[src/rtl/bin2csd_core.sv]
// Binary to canonical-signed-digit converter: LSB-first carry scan, registered result, 1-cycle latency.
// Define BIN2CSD_CARRY_OUT_EN to add the registered carry-out port co.
module bin2csd_core #(
  parameter int W = 4
) (
  input  logic           clk,
  input  logic           arst_n,
  input  logic [W-1:0]   x,
`ifdef BIN2CSD_CARRY_OUT_EN
  output logic           co,
`endif
  output logic [2*W-1:0] y
);

  // Digit codes: 00 = 0, 01 = +1, 11 = -1.
  localparam logic [1:0] DIG_ZERO = 2'b00;
  localparam logic [1:0] DIG_POS  = 2'b01;
  localparam logic [1:0] DIG_NEG  = 2'b11;

  logic [W:0]     x_ext;
  logic [W:0]     B;
  logic [2*W-1:0] y_d;
  logic [2*W-1:0] y_q;

  assign x_ext = {1'b0, x};

  always_comb begin
    logic carry;
    carry = 1'b0;
    B     = '0;
    y_d   = '0;
    for (int i = 0; i < W; i++) begin
      B[i] = carry;
      // A bit equal to the incoming carry cancels; otherwise look ahead to start or end a run of ones.
      if (x_ext[i] == carry) begin
        y_d[2*i +: 2] = DIG_ZERO;
      end else if (x_ext[i+1]) begin
        y_d[2*i +: 2] = DIG_NEG;
        carry         = 1'b1;
      end else begin
        y_d[2*i +: 2] = DIG_POS;
        carry         = 1'b0;
      end
    end
    B[W] = carry;
  end

  always_ff @(posedge clk or negedge arst_n) begin
    if (!arst_n) begin
      y_q <= '0;
    end else begin
      y_q <= y_d;
    end
  end

  assign y = y_q;

`ifdef BIN2CSD_CARRY_OUT_EN
  logic co_d;
  logic co_q;

  assign co_d = B[W];

  always_ff @(posedge clk or negedge arst_n) begin
    if (!arst_n) begin
      co_q <= 1'b0;
    end else begin
      co_q <= co_d;
    end
  end

  assign co = co_q;
`endif

endmodule

[config.mk]
export PLATFORM = sky130hd
export DESIGN_NAME = bin2csd_core
export DESIGN_NICKNAME = d
export VERILOG_FILES = /design/src/rtl/bin2csd_core.sv
export SDC_FILE = /design/constraint.sdc
export NUM_CORES = 1
export LEC_CHECK = 0
export CORE_AREA = 8 8 45 47
export DETAILED_ROUTE_END_ITERATION = 7
export DIE_AREA = 0 0 53 55
export GPL_TIMING_DRIVEN = 0
export MAX_ROUTING_LAYER = met4
export PLACE_DENSITY_LB_ADDON = 0.2
export SLEW_MARGIN = 20
export SYNTH_ARGS = -nofsm -noshare
export SYNTH_HDL_FRONTEND = slang
export SYNTH_SLANG_ARGS = --single-unit
[constraint.sdc]
create_clock -name clk -period 0.8 [get_ports clk]
set_input_delay 0.16 -clock clk [delete_from_list [all_inputs] [get_ports clk]]
set_output_delay 0.16 -clock clk [all_outputs]
set_load 0.05 [all_outputs]
==> run_results.csv, run 1 <==
group,metric,value,unit
status,status,"finished with violations",
status,failed_checks,"negative setup slack",
cells_and_area,fin_util,30.8,%
worst_setup_path,path_buf_inv,1,
worst_setup_path,critPathMaxStageDelay,0.37,ns
clock_tree,cts_buffer_depth,2,
routing,ant_nets,0,
clock_tree,hold_buffers,0,
clock_tree,clkTransAtPathRegs,0.05,ns
routing,dr.pass1.iters,2,
global_route,gr-usage-met3,2.14,%
sta,finalHoldViolCount,0,
power_and_ir_drop,p_sw,246,uW
synthesis,syn_nets,25,
synthesis,yosysWarnings,0,
global_route,use_met2,5.08,%
synthesis,syn_area_per_cell,13.2,um^2
die,dieArea,0.00292,mm^2
die,io_pins,14,
cells_and_area,area_growth,69.7,%
clock_tree,htreeDepth,1,
global_route,grt_use_total,4.42,%
worst_setup_path,crit_fanout,1,
synthesis,synthTopCellsByArea,"dfrtp_1 (70%), nand3b_1 (6.0%), and2b_4 (4.0%)",
synthesis,synth_common_cells,"dfrtp_1 (7), nand3b_1 (2), o21ai_1 (2)",
power_and_ir_drop,p_int,638,uW
power_and_ir_drop,clkPwrFrac,35.0,%
worst_setup_path,cp_cell_sequence,"buf_6",
worst_setup_path,arrival,0.77,ns
routing,wl,497,um
sta,rsz0062_at_grt,"yes",
worst_setup_path,crit_path_top_delay_cell,"dfrtp_1",
clock_tree,cts-root-buf,"clkbuf_4",
global_route,use_met1,3.55,%
clock_tree,numCtsBuffers,3,
global_route,antenna_found_initial,0,
synthesis,ys_types,11,
routing,wl_per_cell,9.75,um
routing,drc,0,
synthesis,synth_edf_count,0,
cells_and_area,diodes,0,
synthesis,synth_simple_gate_area_share,16.4,%
place,post_dp_cell_area,392,um^2
synthesis,synthXorXnorAreaFrac,0,%
place,dp_slack,-0.472,ns
global_route,grt_pass1_wl,772,um
power_and_ir_drop,p_total,884,uW
die,start_util,18.2,%
job,drv_cap,0,
worst_setup_path,startpoint_type,"register",
place,gp_congestion,0.651,
cells_and_area,layout-drive-gt1-share,37.1,%
sta,finalCriticalPeriod,0.929,ns
sta,slew_viol_final,0,
synthesis,synth_area,251,um^2
power_and_ir_drop,power_frac_comb,21.6,%
sta,timing.final.ws_setup,-0.129,ns
synthesis,ys_seq_area_share,69.7,%
power_and_ir_drop,seqPwrFrac,43.4,%
synthesis,yosysMostFrequentCell,"dfrtp_1",
cells_and_area,largest_reg_flops,7,
die,die_h,55,um
global_route,grt-ovfl-total,0,
global_route,grt_pass1_vias,202,
synthesis,synth_top_family_by_area,"simple AND/OR/NAND/NOR gates",
synthesis,yosysTopAreaCell,"dfrtp_1",
worst_setup_path,cp.required,0.64,ns
routing,vias_per_cell,3.45,
power_and_ir_drop,irDropWorstVdd,0.650,mV
sta,setup_tns,-0.863,ns
routing,vias,176,
power_and_ir_drop,power.density,2070,mW/mm^2
synthesis,synth_fa_ha_area_share,0,%
power_and_ir_drop,switching_share,27.8,%
sta,timing.fmax,1080,MHz
cells_and_area,final_area,427,um^2
synthesis,synthCells,19,
synthesis,synthArstFlopShare,100,%
place,io_buffers,12,
die,core,0.00138,mm^2
power_and_ir_drop,leakage,0.217,nW
die,die_w,53,um
routing,drtIter0Drc,1,
clock_tree,tritoncts,"yes",
global_route,busiest_layer,"met4",
global_route,grt_max_degree,8,
worst_setup_path,cp_top_family,"flip-flops",
cells_and_area,fin_nets,42,
synthesis,synthFlopType,"dfrtp_1",
synthesis,yosys_register_bits,7,
die,rows,14,
sta,fin_crit_sh,116,%
synthesis,synth_top_area_share,69.7,%
hold_path,hold_class,"in -> async",
synthesis,synthMuxAreaShare,3.98,%
worst_setup_path,critPathKind,"reg -> out",
sta,finalSetupViolCount,7,
worst_setup_path,crit_path_end_kind,"output pin",
synthesis,synth_compound_area_share,3.98,%
clock_tree,clkSinkCount,7,
## power by group through the flow
stage               combinational (mW)  clock (mW)  sequential [mW]
detailed placement               0.192           0            0.386
CTS                              0.195       0.321            0.384
global placement                 0.192           0            0.385
floorplan                       0.0354           0            0.460
global route                     0.203       0.342            0.385
finish                           0.191       0.309            0.384
## worst max path at each step
stage                         startpoint    to  slack (ns)  cells after the start
after global placement    y[4]$_DFF_PN0_  y[4]       -0.47                      1
after CTS                 y[4]$_DFF_PN0_  y[4]       -0.14                      1
after global routing      y[4]$_DFF_PN0_  y[4]       -0.17                      1
after floorplan           y[0]$_DFF_PN0_  y[0]        0.05                      0
final                     y[1]$_DFF_PN0_  y[1]       -0.13                      1
after detailed placement  y[1]$_DFF_PN0_  y[1]       -0.47                      1
## through the flow
stage | hold slack [ns] | std cells
after floorplan | -0.136 | 19
after global placement | 0.431 | 47
after detailed placement | 0.434 | 47
after CTS | 0.169 | 51
after global routing | 0.172 | 51
final | 0.162 | 51
## per-layer routing
layer	vias to the layer above	part of all wire [%]
met1	76	35
met4	0	3.0
met2	8	54
met5	-	0
met3	2	7.8
li1	90	-
## cells by family (layout without fill, tap and decap cells)
kind of cell	after synthesis	in the layout
AO/OA/AOI/OAI	2	2
buffers and inverters	2	18
flip-flops	7	7
multiplexers	1	1
other	1	1
AND/OR/NAND/NOR	6	6
## layout make-up
cell class | count | area (um^2)
fillers | 144 | 957
flip-flops and latches | 7 | 175
repair buffers | 12 | 129
multi-input cells | 10 | 65.1
clock buffers | 4 | 26.3
well taps | 16 | 20.0
plain buffers | 1 | 7.51
inverters | 1 | 3.75
## what timing repair did
item	CTS	global route
gates resized for setup	51	1
setup endpoints to repair	10	9
setup buffers	0	0
## layout by cell type, fill, tap and decap left out, drive strengths merged
cell,instances
nand3b,2
nand2,1
and2,1
nand2b,1
o21ai,2
clkdlybuf4s50,2
mux2i,1
clkbuf,4
conb,1
buf,8
dlygate4sd2,2
dlymetal6s2s,1
dfrtp,7
and2b,1
inv,1
Note: power is estimated with default switching activity, not from simulation.
==> run 2: changes to the inputs <==
--- a/config.mk
+++ b/config.mk
@@ -5,6 +5,7 @@
 export SDC_FILE = /design/constraint.sdc
 export NUM_CORES = 1
 export LEC_CHECK = 0
+export CAP_MARGIN = 20
 export CORE_AREA = 8 8 45 47
 export DETAILED_ROUTE_END_ITERATION = 7
 export DIE_AREA = 0 0 53 55
==> results of run 2 <==
Final layout, timing and power as in run 1 (identical DEF).
